[config.mk]
export PLATFORM = sky130hd
export DESIGN_NAME = pkt_desc_queue_ctrl
export DESIGN_NICKNAME = d
export VERILOG_FILES = /design/src/rtl/pkt_desc_queue_ctrl.sv
export SDC_FILE = /design/constraint.sdc
export NUM_CORES = 1
export LEC_CHECK = 0
export CORE_UTILIZATION = 46
export DETAILED_ROUTE_END_ITERATION = 8
export PLACE_DENSITY = 0.82
export SKIP_LAST_GASP = 1
export SYNTH_ARGS = -nofsm -noshare
export SYNTH_HDL_FRONTEND = slang
export SYNTH_SLANG_ARGS = --single-unit
[constraint.sdc]
create_clock -name clk -period 17.35 [get_ports clk]
set_input_delay 3.47 -clock clk [delete_from_list [all_inputs] [get_ports clk]]
set_output_delay 3.47 -clock clk [all_outputs]
set_load 0.02 [all_outputs]
[src/rtl/pkt_desc_queue_ctrl.sv]
// Packet-descriptor queue controller.
// Sequences an external 1R1W block RAM (1-cycle registered read) as a FIFO and
// hides the read latency behind a 2-entry output stage, so the consumer sees a
// first-word-fall-through valid/ready interface that can pop one descriptor per clock.

package pkt_desc_queue_ctrl_pkg;
    typedef struct packed {
        logic [11:0] buf_addr;
        logic [13:0] pkt_len;
        logic [5:0]  port;
    } pkt_desc_type;
endpackage

module pkt_desc_queue_ctrl
    import pkt_desc_queue_ctrl_pkg::*;
#(
    parameter int DEPTH_NBITS = 4,
    parameter int DEPTH       = 1 << DEPTH_NBITS,
    parameter int AFULL_LVL   = DEPTH - 2
) (
    input  logic                     clk,
    input  logic                     rst_n,
    input  logic                     flush,
    input  logic                     push_valid,
    output logic                     push_ready,
    input  pkt_desc_type             push_desc,
    output logic                     pop_valid,
    input  logic                     pop_ready,
    output pkt_desc_type             pop_desc,
    output logic                     ram_wr,
    output logic [DEPTH_NBITS-1:0]   ram_waddr,
    output pkt_desc_type             ram_din,
    output logic [DEPTH_NBITS-1:0]   ram_raddr,
    input  pkt_desc_type             ram_dout,
    output logic [DEPTH_NBITS+1:0]   count,
    output logic                     afull
);

    localparam logic [DEPTH_NBITS:0] DEPTH_C = (DEPTH_NBITS+1)'(DEPTH);
    localparam logic [DEPTH_NBITS:0] AFULL_C = (DEPTH_NBITS+1)'(AFULL_LVL);

    logic [DEPTH_NBITS-1:0] wptr;
    logic [DEPTH_NBITS-1:0] rptr;
    logic [DEPTH_NBITS:0]   ram_cnt;
    logic [DEPTH_NBITS:0]   ram_cnt_next;
    logic                   inflight;
    logic [1:0]             stage_cnt;
    pkt_desc_type           stage_head;
    pkt_desc_type           stage_tail;

    logic                   push_fire;
    logic                   pop_fire;
    logic                   rd_issue;
    logic                   stage_wr;
    logic [2:0]             stage_occ;

    // Producer side: a flush cycle refuses pushes so nothing lands in the RAM mid-clear.
    assign push_ready = !flush && (ram_cnt < DEPTH_C);
    assign push_fire  = push_valid && push_ready;

    assign ram_wr     = push_fire;
    assign ram_waddr  = wptr;
    assign ram_din    = push_desc;
    assign ram_raddr  = rptr;

    // Consumer side: the stage head is presented directly.
    assign pop_valid  = (stage_cnt != 2'd0);
    assign pop_desc   = stage_head;
    assign pop_fire   = pop_valid && pop_ready;

    // Issue a read only when the stage is guaranteed a free slot for the returning word,
    // counting the one already in flight and the one leaving this cycle.
    assign stage_occ  = {1'b0, stage_cnt} + {2'b00, inflight};
    assign rd_issue   = !flush && (ram_cnt != '0) && (stage_occ < (3'd2 + {2'b00, pop_fire}));

    // Returning RAM data is dropped during a flush so a pre-flush read cannot resurface.
    assign stage_wr   = inflight && !flush;

    assign count = (DEPTH_NBITS+2)'(ram_cnt) + (DEPTH_NBITS+2)'(inflight)
                 + (DEPTH_NBITS+2)'(stage_cnt);

    // Next RAM occupancy, shared by the counter and the almost-full register.
    always_comb begin
        // NOTE: assign a default first so every path drives the signal and no latch is inferred.
        ram_cnt_next = ram_cnt;
        if (flush) begin
            ram_cnt_next = '0;
        end else begin
            if (push_fire) ram_cnt_next = ram_cnt_next + (DEPTH_NBITS+1)'(1);
            if (rd_issue)  ram_cnt_next = ram_cnt_next - (DEPTH_NBITS+1)'(1);
        end
    end

    // Pointers, RAM occupancy, read-in-flight flag and almost-full flag.
    always_ff @(posedge clk or negedge rst_n) begin
        // NOTE: state is updated with non-blocking assignments so every register samples pre-edge values.
        if (!rst_n) begin
            wptr     <= '0;
            rptr     <= '0;
            ram_cnt  <= '0;
            inflight <= 1'b0;
            afull    <= 1'b0;
        end else if (flush) begin
            wptr     <= '0;
            rptr     <= '0;
            ram_cnt  <= '0;
            inflight <= 1'b0;
            afull    <= 1'b0;
        end else begin
            if (push_fire) wptr <= wptr + DEPTH_NBITS'(1);
            if (rd_issue)  rptr <= rptr + DEPTH_NBITS'(1);
            ram_cnt  <= ram_cnt_next;
            inflight <= rd_issue;
            afull    <= (ram_cnt_next >= AFULL_C);
        end
    end

    // Output stage occupancy.
    always_ff @(posedge clk or negedge rst_n) begin
        if (!rst_n) begin
            stage_cnt <= 2'd0;
        end else if (flush) begin
            stage_cnt <= 2'd0;
        end else begin
            case ({stage_wr, pop_fire})
                2'b10:   stage_cnt <= stage_cnt + 2'd1;
                2'b01:   stage_cnt <= stage_cnt - 2'd1;
                default: stage_cnt <= stage_cnt;
            endcase
        end
    end

    // Output stage data: in-order 2-entry shift, head always holds the oldest descriptor.
    // NOTE: data registers carry no reset; stage_cnt alone says which entries are meaningful.
    always_ff @(posedge clk) begin
        if (pop_fire) begin
            if (stage_cnt == 2'd2) begin
                stage_head <= stage_tail;
                if (stage_wr) stage_tail <= ram_dout;
            end else if (stage_wr) begin
                stage_head <= ram_dout;
            end
        end else if (stage_wr) begin
            if (stage_cnt == 2'd0) stage_head <= ram_dout;
            else                   stage_tail <= ram_dout;
        end
    end

endmodule
# Yosys cells after proc, flatten, opt, wreduce, memory -nomap -nowiden
# Index checks and enable logic that the tools add are counted.
[word_totals]
output_inout_bits = 82
regBits = 81
[op_classes]
reduce_logical = 18
eq_ne = 6
order_cmp = 3
addsub = 10
n_mux = 22
[ops]
columns = ["op", "count"]
rows = [
  ["two-way mux 32 bit", 9],
  ["two-way mux 5 bit", 5],
  ["two-way mux 4 bit", 4],
  ["nonzero test 2 bit", 6],
  ["adder 4 x 1 -> 4 bit, second input constant", 2],
  ["adder 5 x 1 -> 6 bit", 1],
  ["adder 6 x 2 -> 6 bit", 1],
  ["logical AND 1 bit", 6],
  ["adder 5 x 1 -> 5 bit, second input constant", 1],
  [">= comparator 5 x 4 -> 1 bit, second input constant", 1],
  ["less-than comparator 5 bit, second input constant", 1],
  ["nonzero test 5 bit", 1],
  ["subtractor 5 x 1 -> 5 bit, second input constant", 1],
  ["== test 2 bit, second input constant", 2],
  ["!= test 2 bit, second input constant", 2],
  ["one-hot mux 2 bit (2 select lines)", 1],
  ["AND reduction 4 bit", 1],
  ["adder 2 x 1 -> 3 bit", 1],
  ["adder 2 x 1 -> 3 bit, first input constant", 1],
  ["less-than comparator 3 bit", 1],
  ["AND reduction 3 bit", 1],
  ["nonzero test 3 bit", 1],
  ["adder 2 x 1 -> 2 bit, second input constant", 1],
  ["== test 2 x 1 -> 1 bit, second input constant", 1],
  ["other kinds (6)", 7],
]

# Logic depth before layout (Yosys ltp)
[depth]
word_depth = 10
mapped_depth = 8

# Worst setup path after synthesis
# No wires, ideal clock.
[synth_path]
path_kind = "input to register"
from = "in flush"
to = "reg stage_tail[0] (netlist bit) (enable)"
stages = 2
t_arrival_ns = 8.687
t_required_ns = 16.756
setup_time_ns = 0.594
setup_slack_ns = 8.069
cell_sequence = "buf_2 a2111oi_0"
[synth_between]
elab_chain_len = 4
elab_cells_between_ends = 5
classes_between = "eq/ne: 1; reduce/logical: 4"
[synth_rtl]
columns = ["element", "line_no", "text"]
rows = [
  ["from (decl)", "23", "input logic flush,"],
  ["logical NOT 1 bit (*)", "77", "assign stage_wr = inflight && !flush;"],
  ["logical AND 1 bit (*)", "77", ""],
  ["!= test 2 bit (no line) or nonzero test 2 bit (tied branches)", "n/a", ""],
  ["AND reduction 4 bit (no line) (*)", "n/a", ""],
  ["to (signal assigned)", "139", "if (stage_wr) stage_tail <= ram_dout;"],
  ["to (signal assigned)", "145", "else stage_tail <= ram_dout;"],
  ["to (decl)", "49", "pkt_desc_type stage_tail;"],
]
# Every way passes the cells marked *; elsewhere a longest branch is shown, timed or not.
# A chain may end at the register's enable or synchronous reset.

# Final worst setup path
[layout_path]
from = "in flush"
to = "out ram_wr"
[layout_between]
elab_chain_len = 3
[layout_rtl]
columns = ["element", "line_no", "text"]
rows = [
  ["logical NOT 1 bit", "58", "assign push_ready = !flush && (ram_cnt < DEPTH_C);"],
  ["logical AND 1 bit", "58", ""],
  ["logical AND 1 bit", "59", "assign push_fire = push_valid && push_ready;"],
  ["to (decl)", "30", "output logic ram_wr,"],
]
# Every way passes these cells.

==> results by group <==
Floorplan
  • Die Y: 91.11 um
  • Io pins: 151
  • Die ar.: 0.008300 mm^2
  • FP Rows: 32
  • Initial core utilization: 47.51%
  • Core box area: 0.007687 mm^2
  • Die width: 91.11 um

Yosys
  • Yosys warning count: 0
  • EDFF count, synth: 64
  • Post-synth top flop: edfxtp_1
  • Synth top cells by count: edfxtp_1, buf_4, mux2_2, nor2_1, dfrtp_1
  • Top cell type's share of synthesized area: 52.62%
  • Mapped Avg Cell Area: 14.67 um^2
  • Syn Inst Count: 249
  • Library cells used by synthesis: 34
  • Top-count cell post-synth: edfxtp_1
  • Cell area after synthesis: 0.003652 mm^2
  • Syn nets: 328
  • Area leader, netlist: edfxtp_1
  • Sequential element share of the synthesized area: 64.27%
  • Seq cells post-synth: 81
  • Synth top area cells: edfxtp_1, dfrtp_1, mux2_2
  • Fraction of registers with async set/reset: 20.99%

Detailed routing
  • DR WL/cell: 16.01 um
  • Final WL: 6613 um
  • Final ANT Viol Nets: 0
  • Via Count: 2064
  • First drt pass iteration count: 4
  • Vias/cell: 4.998
  • DRC Markers: 0
  • Starting DRT DRC Count: 65

Critical path
  • Slowest cell on crit path: clkdlybuf4s50_1
  • End point of the critical path: ram_wr
  • Arr. time, crit path: 5.48 ns
  • Crit-path cells: clkdlybuf4s50_1, nor3b_4, clkdlybuf4s50_1
  • Crit start category: input pin
  • Most frequent CP cell: clkdlybuf4s50_1
  • WP buf/inv: 2
  • CP startpoint: flush
  • Reg2Reg Depth: 6
  • FF-to-FF Start: inflight
  • Critical setup path kind: in -> out
  • Crit-path max FO: 19
  • WP depth: 3
  • Critical Path RT: 13.88 ns
  • CP delay by family, top: buffers and inverters
  • CP Capture Type: output pin
  • Reg2Reg Setup Slack: 14.54 ns
  • FF-to-FF End: afull
  • CP max stage delay: 0.81 ns

CTS
  • Clk slew on worst S/H paths: 0.09 ns
  • Total CTS buffers: 9
  • Clk Latency, worst-skew pair: 0.36 ns
  • CTS tree: done
  • Number of H-tree levels: 3
  • Clock sinks: 81
  • Postcts setup bufs: 0
  • CTS Hold Bufs: 0
  • CTS max path bufs: 2
  • Cts repair resizes: 0
  • CTS root buffer: clkbuf_8

STA
  • Final Hold Vio Count: 0
  • Worst Skew: 0.01304 ns
  • Final worst path period share: 51.58%
  • Pins Over Slew Limit: 0
  • Headroom to the max-slew limit: 39.76%
  • F_max: 0.1117 GHz
  • Worst Tran Pin Value: 0.9026 ns
  • Setup Total Neg Slack: 0 ns
  • Period minus WS final: 8.950 ns
  • RSZ-0062 raised after global routing: false
  • Final Setup Violations: 0

Power
  • Leakage: 1.716 nW
  • Power density over the cells: 133.9 mW/mm^2
  • Final total power: 617.3 uW
  • VDD IR max: 0.00006451 V

Global routing
  • Vias in the first global route: 2040
  • Gr usage total: 16.72%
  • Initial antenna violation count: 0
  • First-pass GRT wire length: 10530 um
  • Grt total ovfl: 0
  • Largest net degree at the start of global routing: 35

Final layout
  • Layout cells sized above 1: 17.36%
  • Area delta synth->final: 26.24%
  • Nets@finish: 385
  • Diode count: 0

Worst hold path
  • Hold Crit Start: stage_tail[13]
  • Hold Path Class: reg -> reg

Placed design
  • Port Buffer Count: 86
  • Hpwl dp: 4484 um
  • RePlAce Congestion: 0.8959

Run status
  • Outcome: complete, no violations

Job
  • Max cap viols: 0
layout by cell type, fill, tap and decap left out, drive strengths merged:
| cell | netlist | final |
|---|---|---|
| a2111oi | 1 | 1 |
| a211o | 1 | 1 |
| a211oi | 2 | 2 |
| a21oi | 3 | 3 |
| a41oi | 1 | 1 |
| and2 | 1 | 1 |
| and3 | 1 | 1 |
| buf | 35 | 2 |
| bufinv | 0 | 2 |
| clkbuf | 7 | 9 |
| clkdlybuf4s50 | 0 | 86 |
| dfrtp | 17 | 17 |
| edfxtp | 64 | 64 |
| fa | 2 | 2 |
| ha | 8 | 8 |
| inv | 10 | 15 |
| mux2 | 32 | 32 |
| mux2i | 3 | 3 |
| nand2 | 7 | 7 |
| nand3 | 2 | 2 |
| nand4 | 4 | 4 |
| nor2 | 18 | 18 |
| nor2b | 2 | 2 |
| nor3 | 2 | 2 |
| nor3b | 1 | 1 |
| nor4b | 1 | 1 |
| o2111a | 1 | 1 |
| o2111ai | 1 | 1 |
| o211ai | 1 | 1 |
| o21ai | 3 | 3 |
| o32ai | 1 | 1 |
| or3b | 1 | 1 |
| xnor2 | 8 | 8 |
| xor2 | 8 | 8 |
report_power, final:
part | total, mW | switching, mW | internal (mW)
logic | 0.195 | 0.105 | 0.0898
registers | 0.265 | 0.0220 | 0.243
clock network | 0.157 | 0.0735 | 0.0836
per-stage QoR:
step	setup WS, ns	hold WS (ns)	util [%]	cells	instance area (um^2)
2_1_floorplan	8.069	0.5248	-	249	3652
3_3_place_gp	8.456	0.5282	57.02	397	4383
3_5_place_dp	8.417	0.5338	57.02	397	4383
4_1_cts	8.415	0.5443	59.98	413	4611
5_1_grt	8.301	0.5559	59.98	413	4611
6_report	8.400	0.5427	59.98	413	4611
final cells by class:
| class | instances | area (um^2) |
|---|---|---|
| Sequential cell | 81 | 2347 |
| Clock inverter | 7 | 103.9 |
| Tap cell | 102 | 127.6 |
| Multi-Input combinational cell | 116 | 994.7 |
| Timing Repair Buffer | 88 | 875.8 |
| Fill cell | 614 | 3077 |
| Clock buffer | 9 | 123.9 |
| Inverter | 10 | 37.54 |
flip-flops by register name (all words and copies together) (netlist names):
register	count
pop_desc	32
afull	1
stage_tail	32
inflight	1
ram_waddr	4
stage_cnt	2
ram_cnt	5
ram_raddr	4
per-layer routing:
layer / GRT usage [%] / part of all wire [%]
met5: 0 / 0
met4: 9.921 / 3.2
met3: 4.690 / 7.0
met2: 24.12 / 44
met1: 22.53 / 45
cells by family (layout without fill, tap and decap cells):
group / count (synthesis) / in the layout / synth area share [%]
DFF: 81 / 81 / 64.27
buffers and inverters: 52 / 114 / 8.805
and+or+nand+nor: 40 / 40 / 5.482
muxes: 35 / 35 / 10.69
xor gates and xnor gates: 16 / 16 / 3.837
AOI/OAI and AO/OA: 15 / 15 / 3.083
adders and majority gates: 10 / 10 / 3.837
worst reg2reg max path, cell delays in order, from the launching register on:
cell and delay [ns]:
dfrtp_1 0.45, ha_1 0.33, or3b_1 0.40, a211oi_2 0.74
o2111ai_1 0.27, xnor2_1 0.20, o32ai_1 0.33
how the worst min path moves through the flow:
stage                         to  slack (ns)  depth (start not counted)
floorplan            pop_desc[0]        0.52                          1
global placement    pop_desc[24]        0.53                          1
detailed placement  pop_desc[24]        0.53                          1
CTS                 pop_desc[20]        0.54                          1
global route        pop_desc[20]        0.56                          1
finish              pop_desc[13]        0.54                          1
No activity file was read; power rests on OpenSTA's default activity.
